===== src/rtl/instr_fetch_unit.sv =====
// instr_fetch_unit: fetch stage between a variable-latency instruction memory and the core.
// Owns the fetch PC and keeps at most one word request outstanding on the req/ack port.
// Returned words are queued with their PCs in a prefetch FIFO and handed to the core over
// valid/ready. A redirect flushes the FIFO and drops any response still in flight.
// Optional feature macro: IFU_PERF_CNT_EN adds the stall_cycles and flush_count counters.
`timescale 1ns/1ps

module instr_fetch_unit #(
    parameter int unsigned DEPTH    = 4,
    parameter logic [31:0] RESET_PC = 32'h0000_0000
) (
    input  logic        clk,
    input  logic        rst_n,
    input  logic        redirect_valid,
    input  logic [31:0] redirect_pc,
    output logic        imem_req,
    output logic [31:0] imem_addr,
    input  logic        imem_ack,
    input  logic [31:0] imem_rdata,
    output logic        instr_valid,
    input  logic        instr_ready,
    output logic [31:0] instr,
    output logic [31:0] instr_pc
`ifdef IFU_PERF_CNT_EN
    ,
    output logic [31:0] stall_cycles,
    output logic [31:0] flush_count
`endif
);

    localparam int unsigned PW        = $clog2(DEPTH);
    localparam int unsigned CW        = PW + 1;
    localparam logic [CW-1:0] FullCnt = CW'(DEPTH);
    localparam logic [31:0] Nop       = 32'h0000_0013;

    typedef enum logic [1:0] {
        StIdle,
        StReq,
        StDiscard
    } state_e;

    state_e        state_q;
    logic [31:0]   fetch_pc_q;

    logic [31:0]   fifo_pc   [DEPTH];
    logic [31:0]   fifo_data [DEPTH];
    logic [PW-1:0] rd_ptr_q;
    logic [PW-1:0] wr_ptr_q;
    logic [CW-1:0] count_q;
    logic [CW-1:0] count_d;

    logic          ack_fire;
    logic          push;
    logic          pop;
    logic          can_issue;
    logic [31:0]   redirect_target;
    logic [31:0]   pc_plus4;
    logic [31:0]   discard_target;

    // Handshake decode and FIFO occupancy after this cycle's push/pop/flush.
    always_comb begin
        ack_fire        = imem_req & imem_ack;
        pop             = instr_valid & instr_ready;
        // Only a live request in StReq delivers data; a redirect kills same-cycle data.
        push            = ack_fire & (state_q == StReq) & ~redirect_valid;
        redirect_target = redirect_pc & ~32'd3;
        pc_plus4        = fetch_pc_q + 32'd4;
        // In StDiscard the last redirect wins, including one that lands with the ack.
        discard_target  = redirect_valid ? redirect_target : fetch_pc_q;
        count_d         = count_q;
        if (redirect_valid) begin
            count_d = '0;
        end else if (push && !pop) begin
            count_d = count_q + CW'(1);
        end else if (pop && !push) begin
            count_d = count_q - CW'(1);
        end
        can_issue = (count_d < FullCnt);
    end

    // Fetch FSM with registered request outputs; holds req/addr stable until ack.
    always_ff @(posedge clk or negedge rst_n) begin
        if (!rst_n) begin
            state_q    <= StIdle;
            fetch_pc_q <= RESET_PC;
            imem_req   <= 1'b0;
            imem_addr  <= RESET_PC;
        end else begin
            unique case (state_q)
                StIdle: begin
                    if (redirect_valid) begin
                        fetch_pc_q <= redirect_target;
                    end else if (can_issue) begin
                        state_q   <= StReq;
                        imem_req  <= 1'b1;
                        imem_addr <= fetch_pc_q;
                    end
                end
                StReq: begin
                    if (redirect_valid) begin
                        fetch_pc_q <= redirect_target;
                        if (ack_fire) begin
                            // Data dropped; the flushed FIFO always has room.
                            state_q   <= can_issue ? StReq : StIdle;
                            imem_req  <= can_issue;
                            imem_addr <= redirect_target;
                        end else begin
                            // Request must stay asserted until its ack drains it.
                            state_q <= StDiscard;
                        end
                    end else if (ack_fire) begin
                        fetch_pc_q <= pc_plus4;
                        if (can_issue) begin
                            imem_addr <= pc_plus4;
                        end else begin
                            state_q  <= StIdle;
                            imem_req <= 1'b0;
                        end
                    end
                end
                StDiscard: begin
                    fetch_pc_q <= discard_target;
                    if (ack_fire) begin
                        state_q   <= can_issue ? StReq : StIdle;
                        imem_req  <= can_issue;
                        imem_addr <= discard_target;
                    end
                end
                default: begin
                    state_q  <= StIdle;
                    imem_req <= 1'b0;
                end
            endcase
        end
    end

    // FIFO pointers and occupancy; a redirect empties the queue at the edge.
    always_ff @(posedge clk or negedge rst_n) begin
        if (!rst_n) begin
            rd_ptr_q <= '0;
            wr_ptr_q <= '0;
            count_q  <= '0;
        end else begin
            count_q <= count_d;
            if (redirect_valid) begin
                rd_ptr_q <= '0;
                wr_ptr_q <= '0;
            end else begin
                if (push) begin
                    wr_ptr_q <= wr_ptr_q + PW'(1);
                end
                if (pop) begin
                    rd_ptr_q <= rd_ptr_q + PW'(1);
                end
            end
        end
    end

    // FIFO storage; contents are don't-care until marked valid by count_q.
    always_ff @(posedge clk) begin
        if (push) begin
            fifo_pc[wr_ptr_q]   <= fetch_pc_q;
            fifo_data[wr_ptr_q] <= imem_rdata;
        end
    end

    // Core-facing head, derived only from registered FIFO state.
    always_comb begin
        instr_valid = (count_q != '0);
        instr       = instr_valid ? fifo_data[rd_ptr_q] : Nop;
        instr_pc    = instr_valid ? fifo_pc[rd_ptr_q] : 32'h0;
    end

`ifdef IFU_PERF_CNT_EN
    // Performance counters: cycles with nothing to offer, and redirect cycles.
    always_ff @(posedge clk or negedge rst_n) begin
        if (!rst_n) begin
            stall_cycles <= 32'h0;
            flush_count  <= 32'h0;
        end else begin
            if (!instr_valid) begin
                stall_cycles <= stall_cycles + 32'd1;
            end
            if (redirect_valid) begin
                flush_count <= flush_count + 32'd1;
            end
        end
    end
`endif

endmodule


===== config.mk =====
export PLATFORM = sky130hd
export DESIGN_NAME = instr_fetch_unit
export DESIGN_NICKNAME = d
export VERILOG_FILES = /design/src/rtl/instr_fetch_unit.sv
export SDC_FILE = /design/constraint.sdc
export NUM_CORES = 1
export LEC_CHECK = 0
export CORE_MARGIN = 5
export CORE_UTILIZATION = 55
export DETAILED_ROUTE_END_ITERATION = 10
export PLACE_DENSITY_LB_ADDON = 0.08
export SLEW_MARGIN = 15
export SYNTH_ARGS = -nofsm -noshare
export SYNTH_HDL_FRONTEND = slang
export SYNTH_SLANG_ARGS = --single-unit

===== constraint.sdc =====
create_clock -name clk -period 5.7 [get_ports clk]
set_input_delay 0.855 -clock clk [delete_from_list [all_inputs] [get_ports clk]]
set_output_delay 0.855 -clock clk [all_outputs]
set_load 0.05 [all_outputs]

==> flow_summary.yaml, run 1 <==
run:
  maxCapViolations: 0
layout:
  fin_cells: 1553
  syn_to_final_growth_pct: 19.26
  fin_area_sq_mm: 0.01810
  diodes: 0
  drive_gt1_share_pct: 14.19
  nets: 1268
placed_design:
  place_ws_ns: 1.752
  place_area_sq_mm: 0.01705
  dp_hpwl_mm: 21.88
  io_buffers: 164
  post-place-cells: 1491
  gp_congestion: 0.9062
timing:
  setup_viol: 0
  slew_headroom_pct: 21.08
  fin_worst_skew_ns: 0.01579
  drv_slew: 0
  rsz0062_at_grt: "no"
  hold_viol: 0
  max_freq_mhz: 235.6
  setup_slack_ns: 1.456
  finalSetupTns_ns: 0
  tightest_slew_ns: 1.173
  fin_crit_ns: 4.244
  period_share_pct: 74.45
power_and_ir_drop:
  netSwitchingFraction_pct: 42.57
  power.total_mw: 10.63
  p_switching_mw: 4.526
  p_leak_nw: 6.189
  intPower_mw: 6.106
  power_density_mw_per_mm2: 587.5
  power.share.clock_pct: 19.5
  pwr-share-seq_pct: 34.1
  pwr-share-comb_pct: 46.4
  ir_drop_mv: 0.3596
clocking:
  htreeDepth: 2
  ctsHoldBuffers: 0
  clock_sinks: 330
  numCtsBuffers: 35
  cts_setup_buffers: 0
  clockBufferDepth: 3
  clkTransAtPathRegs_ns: 0.06
  cts_resized: 0
  clock_latency_ns: 0.51
  cts_root_buffer: "clkbuf_16"
  cts_tree: "built"
floorplanning:
  die_h_um: 176.1
  pin_count: 167
  die-area_sq_mm: 0.03101
  num_rows: 60
  die_w_um: 176.1
  initial_core_util_pct: 56.15
  fp.coreArea_sq_mm: 0.02703
drt:
  drc: 0
  ant_nets: 0
  wirelength_mm: 34.49
  dr.first_iter.drc_count: 869
  route.vias.total: 9617
  via_per_inst: 6.193
  drt-pass1-iter-count: 5
  wire_per_inst_um: 22.21
logic_synthesis:
  synth_cells: 1048
  ys_seq_area_share_pct: 62.86
  ys_warn_count: 0
  syn_avg_cell_area_sq_um: 14.48
  async_flop_share_pct: 22.42
  yosysUniqueCellTypes: 69
  yosys-top-cells-count: "edfxtp_1 (256), dfrtp_1 (74), and2_1 (70), mux4_2 (64), nand2_1 (49)"
  yosys_most_used_dff: "edfxtp_1"
  synth_edf_count: 256
  yosysTopAreaCell: "edfxtp_1"
  netlist_area_sq_mm: 0.01518
  yosys.area.top_type_share_pct: 50.66
  post-synth-top-count-cell: "edfxtp_1"
  synth_area_leaders: "edfxtp_1 (51%), dfrtp_1 (12%), mux4_2 (9.5%)"
  synth_seq_cells: 330
  synth_nets: 1129
setup_path:
  start_kind: "flop"
  critPathKind: "reg2out"
  required_ns: 4.85
  critPathMaxFanout: 45
  worstPathArrival_ns: 3.39
  end_kind: "output pin"
global_route:
  grt_pass1_vias: 9445
  grt_pass1_wl_mm: 54.45
  grt_usage_pct: 22.25
  antenna_found_initial: 1
  grt_max_degree: 65
  grt-ovfl-total: 0
run_status:
  outcome: "finished clean"
worst_hold_path:
  hold_class: "in2async"
-- flip-flops by register name, summed over array words and instances (netlist names) --
signal,count
count_q,3
fetch_pc_q,32
fifo_data,128
fifo_pc,128
imem_addr,32
imem_req,1
rd_ptr_q,2
state_q,2
wr_ptr_q,2
-- power groups by stage --
stage	sequential, mW	combinational [mW]	clock (mW)
final	3.63	4.93	2.07
after global routing	3.71	5.25	2.22
after CTS	3.63	4.96	2.11
after detailed placement	3.67	4.94	0
after global placement	3.65	4.89	0
after floorplan	3.62	3.43	0
-- critical path: stages, from the launching register on --
cell and delay, ns:
dfrtp_4 1.05, buf_4 0.40, mux4_2 0.53, and2_1 0.17
clkdlybuf4s50_1 0.70
-- cell families (layout without fill, tap and decap cells) --
logic type / after synthesis / in the layout / share of synthesized area, %
flip-flops: 330 / 330 / 62.86
AND/OR/NAND/NOR: 264 / 264 / 9.440
AO/OA/AOI/OAI: 202 / 202 / 9.383
multiplexers: 117 / 117 / 13.33
buffers and inverters: 105 / 269 / 2.960
XOR/XNOR: 18 / 18 / 1.039
adder cells (fa/ha/maj): 12 / 12 / 0.9893
-- layout make-up --
| class | instances | area (sq um) |
|---|---|---|
| multi-input cells | 613 | 5199 |
| clock inverters | 17 | 95.09 |
| inverters | 24 | 90.09 |
| well taps | 341 | 426.7 |
| flip-flops and latches | 330 | 9544 |
| clock buffers | 45 | 954.7 |
| repair buffers | 183 | 1789 |
| fillers | 1914 | 8927 |
-- cells in the final DEF (no fill, tap or decap), types with 5 or more instances in the layout --
master,n
nor4_1,10
nor3_1,13
a311oi_1,10
nand4_1,13
clkdlybuf4s50_1,162
a31oi_1,12
clkbuf_16,36
mux4_2,64
a22oi_1,19
buf_4,19
edfxtp_1,256
and3_1,9
nand3_1,26
mux2i_1,18
nand2_1,49
clkbuf_1,7
xor2_1,6
and4_1,6
ha_1,12
o31ai_1,11
nor2_1,44
mux2_2,13
and2_1,66
dfrtp_1,72
mux2_1,20
inv_1,23
o22ai_1,10
a221o_1,11
a22o_1,12
o21ai_0,43
xnor2_1,12
or3_1,5
a21oi_1,35
or2_2,6
clkinv_1,9
-- per-stage QoR --
| stage | utilization, % | hold slack, ns |
|---|---|---|
| after floorplan | - | 0.4710 |
| after global placement | 63.08 | 0.4785 |
| after detailed placement | 63.08 | 0.4745 |
| after CTS | 66.97 | 0.2268 |
| after global routing | 66.97 | 0.2438 |
| final | 66.97 | 0.2324 |
-- path summary, 6_finish.rpt --
check / startpoint / end / slack (ns) / depth (start not counted)
setup reg to reg: state_q[1]$_DFFE_PN0P_ / imem_addr[9]$_DFFE_PN0P_ / 2.17 / 10
min in group clk: imem_addr[4]$_DFFE_PN0P_ / imem_addr[4]$_DFFE_PN0P_ / 0.49 / 1
hold reg to reg: imem_addr[4]$_DFFE_PN0P_ / imem_addr[4]$_DFFE_PN0P_ / 0.49 / 1
setup / recovery: rd_ptr_q[0]$_DFFE_PN0P_ / instr_pc[19] / 1.46 / 4
max in group asynchronous: rst_n / rd_ptr_q[0]$_DFFE_PN0P_ / 4.35 / 2
hold / removal: rst_n / imem_addr[19]$_DFFE_PN0P_ / 0.23 / 1
-- per-layer routing --
| metal | part of all wire (%) | up-vias | track usage (%) |
|---|---|---|---|
| met2 | 47 | 428 | 36.00 |
| met1 | 44 | 4750 | 32.31 |
| met3 | 7.2 | 55 | 3.769 |
| met4 | 1.9 | 2 | 4.808 |
| met5 | 0.058 | - | 0 |
| li1 | - | 4382 | - |
Note: power is estimated with default switching activity, not from simulation.
==> inputs of run 2 (changes only) <==
==> constraint.sdc (replaced) <==
create_clock -name clk -period 4 [get_ports clk]
set_input_delay 0.6 -clock clk [delete_from_list [all_inputs] [get_ports clk]]
set_output_delay 0.6 -clock clk [all_outputs]
set_load 0.05 [all_outputs]
==> flow_summary.yaml, run 2 (synthesis gave the netlist of run 1 again) <==
run:
  maxCapViolations: 0
placed_design:
  gp_congestion: 0.8802
  io_buffers: 164
  dp_hpwl_mm: 22.84
  post-place-cells: 1508
  place_area_sq_mm: 0.01721
clocking:
  cts_setup_buffers: 0
  clockBufferDepth: 3
  htreeDepth: 2
  ctsHoldBuffers: 0
  cts_resized: 0
  cts_tree: "built"
  clkTransAtPathRegs_ns: 0.06
  cts_root_buffer: "clkbuf_16"
  numCtsBuffers: 35
  clock_sinks: 330
  clock_latency_ns: 0.52
drt:
  ant_nets: 0
  wirelength_mm: 35.30
  drt-pass1-iter-count: 6
  route.vias.total: 9683
  drc: 0
  wire_per_inst_um: 22.48
  dr.first_iter.drc_count: 677
  via_per_inst: 6.168
layout:
  syn_to_final_growth_pct: 20.66
  nets: 1285
  drive_gt1_share_pct: 16.03
  fin_cells: 1570
  largestRegisters: "fifo_data: 128 flops, fifo_pc: 128 flops"
  layout_common_cells: "edfxtp_1 (256), clkdlybuf4s50_1 (162), dfrtp_1 (72)"
  fin_area_sq_mm: 0.01831
  final_core_util_pct: 67.75
  final_common_cell: "edfxtp_1"
  diodes: 0
  fillers: 1893
setup_path:
  reg2reg_to: "imem_addr[20]$_DFFE_PN0P_"
  r2r_slack_ns: 0.90
  start_kind: "flop"
  critPathMaxFanout: 22
  path_cells: "buf_4, mux4_2, and2_1, clkdlybuf4s50_1"
  worstPathArrival_ns: 2.99
  r2r_cells: 10
  critPathTopFamily: "buffers and inverters"
  critPathKind: "reg2out"
  end_kind: "output pin"
  crit_buf_inv: 2
  required_ns: 3.40
  slowest_stage: "dfrtp_4"
  slowest_delay_ns: 0.73
  worstReg2RegStart: "count_q[1]$_DFFE_PN0P_"
floorplanning:
  die_w_um: 176.1
  initial_core_util_pct: 56.15
  die_h_um: 176.1
  pin_count: 167
  fp.coreArea_sq_mm: 0.02703
  num_rows: 60
  die-area_sq_mm: 0.03101
timing:
  rsz0062_at_grt: "no"
  period_share_pct: 89.63
  tightest_slew_ns: 0.8211
  max_freq_mhz: 278.9
  hold_viol: 0
  drv_slew: 0
  slew_headroom_pct: 44.76
  fin_crit_ns: 3.585
  setup_viol: 0
  finalSetupTns_ns: 0
  fin_worst_skew_ns: 0.009307
worst_hold_path:
  hold_class: "in2async"
run_status:
  outcome: "finished clean"
global_route:
  grt_pass1_vias: 9652
  grt_max_degree: 55
  grt-ovfl-total: 0
  grt_pass1_wl_mm: 55.52
  antenna_found_initial: 1
  grt_usage_pct: 22.71
power_and_ir_drop:
  ir_drop_mv: 0.6191
  power_density_mw_per_mm2: 841.5
  p_leak_nw: 6.316
[run 2: cell count changes in the layout (fill, tap and decap cells not counted), moves of 2 or more]
| cell | previous run | this run |
|---|---|---|
| inv_6 | 2 | 0 |
| clkinv_1 | 9 | 2 |
| buf_4 | 19 | 33 |
| bufinv_16 | 0 | 2 |
| clkinv_2 | 4 | 11 |
| buf_12 | 1 | 4 |
[run 2: routing by layer]
| layer | vias up | share of wire [%] | global-route usage [%] |
|---|---|---|---|
| li1 | 4399 | - | - |
| met5 | - | 0.042 | 0 |
| met1 | 4879 | 44 | 33.07 |
| met4 | 2 | 2.3 | 6.335 |
| met2 | 348 | 47 | 35.68 |
| met3 | 55 | 6.6 | 4.197 |
[run 2: worst max-delay path by stage]
stage / start / end / slack, ns / cells after the start
final: rd_ptr_q[0]$_DFFE_PN0P_ / instr_pc[12] / 0.41 / 4
after global routing: rd_ptr_q[0]$_DFFE_PN0P_ / instr_pc[12] / 0.22 / 4
after CTS: rd_ptr_q[0]$_DFFE_PN0P_ / instr_pc[12] / 0.33 / 4
after detailed placement: imem_ack / imem_addr[30]$_DFFE_PN0P_ / 0.60 / 8
after global placement: imem_ack / imem_addr[20]$_DFFE_PN0P_ / 0.63 / 8
after floorplan: imem_req$_DFFE_PN0P_ / fifo_data[0][0]$_DFFE_PP_ / 0.99 / 3
[run 2: layout make-up]
type                    count  area, sq um  area share, %
well taps                 341        426.7          2.330
flip-flops and latches    330         9544          52.12
repair buffers            200         1954          10.67
clock buffers              43        925.9          5.056
inverters                  24        90.09         0.4920
clock inverters            19        171.4         0.9361
multi-input cells         613         5199          28.39
[run 2: stage by stage]
stage / worst slack, ns / total power, mW / hold slack, ns
floorplan: 0.9881 / 10.05 / 0.3044
global placement: 0.6344 / 12.28 / 0.4673
detailed placement: 0.6012 / 12.38 / 0.4766
CTS: 0.3269 / 15.50 / 0.1547
global route: 0.2223 / 16.21 / 0.1693
finish: 0.4149 / 15.41 / 0.1374
[run 2: power breakdown]
part           total [mW]  switching, mW  internal [mW]  leakage, nW
logic                7.21           4.42           2.79         2.55
registers            5.11          0.791           4.32         3.22
clock network        3.09           1.31           1.79        0.545
total                15.4           6.52           8.89         6.32
==> inputs of run 3 (changes only) <==
--- a/config.mk
+++ b/config.mk
@@ -5,6 +5,7 @@
 export SDC_FILE = /design/constraint.sdc
 export NUM_CORES = 1
 export LEC_CHECK = 0
+export CORE_ASPECT_RATIO = 1.1
 export CORE_MARGIN = 5
 export CORE_UTILIZATION = 55
 export DETAILED_ROUTE_END_ITERATION = 10
==> flow_summary.yaml, run 3 (synthesis gave the netlist of run 1 again) <==
placed_design:
  io_buffers: 164
  post-place-cells: 1520
  place_area_sq_mm: 0.01726
  dp_hpwl_mm: 22.50
  gp_congestion: 0.9266
timing:
  tightest_slew_ns: 0.9869
  period_share_pct: 92.08
  setup_viol: 0
  fin_crit_ns: 3.683
  fin_worst_skew_ns: 0.01715
  max_freq_mhz: 271.5
  rsz0062_at_grt: "no"
  slew_headroom_pct: 33.60
  hold_viol: 0
  drv_slew: 0
  holdWs_ns: 0.2102
  finalSetupTns_ns: 0
floorplanning:
  die-area_sq_mm: 0.03102
  num_rows: 63
  fp.coreArea_sq_mm: 0.02712
  die_w_um: 168.4
  die_h_um: 184.2
  pin_count: 167
  initial_core_util_pct: 55.97
layout:
  drive_gt1_share_pct: 15.67
  syn_to_final_growth_pct: 20.79
  fillers: 1956
  final_common_cell: "edfxtp_1"
  nets: 1280
  layout_common_cells: "edfxtp_1 (256), clkdlybuf4s50_1 (162), dfrtp_1 (72)"
  largestRegisters: "fifo_data: 128 flops, fifo_pc: 128 flops"
  final_core_util_pct: 67.60
  fin_area_sq_mm: 0.01833
  diodes: 0
  fin_cells: 1582
setup_path:
  path_cells: "inv_1, ha_1, nor2b_2, inv_2, buf_4, and2_1, clkdlybuf4s50_1"
  worstPathArrival_ns: 3.08
  end_kind: "output pin"
  slowest_stage: "clkdlybuf4s50_1"
  start_kind: "flop"
  required_ns: 3.40
  critPathMaxFanout: 26
  slowest_delay_ns: 0.80
  critPathKind: "reg2out"
clocking:
  clock_sinks: 330
  cts_setup_buffers: 0
  htreeDepth: 2
  clkTransAtPathRegs_ns: 0.06
  numCtsBuffers: 34
  cts_resized: 0
  cts_root_buffer: "clkbuf_16"
  cts_tree: "built"
  clockBufferDepth: 3
  clock_latency_ns: 0.52
  ctsHoldBuffers: 0
power_and_ir_drop:
  ir_drop_mv: 0.5709
  power_density_mw_per_mm2: 839.1
  p_leak_nw: 6.286
global_route:
  grt_pass1_vias: 9678
  grt_usage_pct: 22.49
  grt_max_degree: 52
  grt_pass1_wl_mm: 55.14
  antenna_found_initial: 1
  grt-ovfl-total: 0
drt:
  route.vias.total: 9718
  wirelength_mm: 34.83
  dr.first_iter.drc_count: 923
  ant_nets: 0
  drt-pass1-iter-count: 5
  via_per_inst: 6.143
  drc: 0
  wire_per_inst_um: 22.02
run:
  maxCapViolations: 0
run_status:
  outcome: "finished clean"
worst_hold_path:
  hold_class: "in2async"
[run 3: cell count changes in the layout (fill, tap and decap cells not counted), moves of 4 or more]
cell	change
buf_4	-9
clkinv_2	-5
and2_2	-4
and2_4	+4
buf_12	+4
inv_6	+4
[run 3: worst paths after layout]
check / startpoint / end / slack, ns / cells past startpoint
max in group asynchronous: rst_n / rd_ptr_q[0]$_DFFE_PN0P_ / 2.95 / 2
min in group clk: imem_addr[25]$_DFFE_PN0P_ / imem_addr[25]$_DFFE_PN0P_ / 0.49 / 1
min: rst_n / imem_addr[29]$_DFFE_PN0P_ / 0.21 / 1
min reg2reg: imem_addr[25]$_DFFE_PN0P_ / imem_addr[25]$_DFFE_PN0P_ / 0.49 / 1
max reg2reg: count_q[1]$_DFFE_PN0P_ / state_q[0]$_DFFE_PN0P_ / 0.77 / 10
max: count_q[1]$_DFFE_PN0P_ / instr_pc[27] / 0.32 / 7
[run 3: cell type report]
class | instances | area, sq um | share of cell area (%)
clock buffer | 43 | 924.6 | 5.044
clock inverter | 19 | 148.9 | 0.8123
inverter | 24 | 90.09 | 0.4915
multi-input combinational | 613 | 5204 | 28.39
sequential | 330 | 9544 | 52.07
tap | 357 | 446.7 | 2.437
timing repair buffer | 196 | 1972 | 10.76
[run 3: per-layer routing]
metal / track usage [%] / wire length, um / vias up
met5: 0 / 13 / -
met1: 32.12 / 15070 / 4858
met3: 4.483 / 2400 / 62
met4: 6.429 / 869 / 2
met2: 35.79 / 16480 / 393
li1: - / - / 4403
[run 3: power breakdown]
| part | total, mW | internal (mW) | switching, mW | leakage [nW] |
|---|---|---|---|---|
| Combinational | 7.26 | 2.81 | 4.45 | 2.54 |
| Clock | 3.02 | 1.72 | 1.30 | 0.523 |
| Sequential | 5.10 | 4.32 | 0.780 | 3.22 |
| Total | 15.4 | 8.85 | 6.53 | 6.29 |
[run 3: critical path, delay by kind of cell (launching register included)]
family                     cells  cell delay, ns
and+or+nand+nor                2            0.34
DFF                            1            0.41
buffers and inverters          4            1.62
adders and majority gates      1            0.17
[run 3: per-stage QoR]
stage / total power [mW] / setup slack (ns)
3_5_place_dp: 12.39 / 0.6315
2_1_floorplan: 10.05 / 0.9881
6_report: 15.38 / 0.3170
3_3_place_gp: 12.31 / 0.7034
4_1_cts: 15.46 / 0.2715
5_1_grt: 16.16 / 0.1680
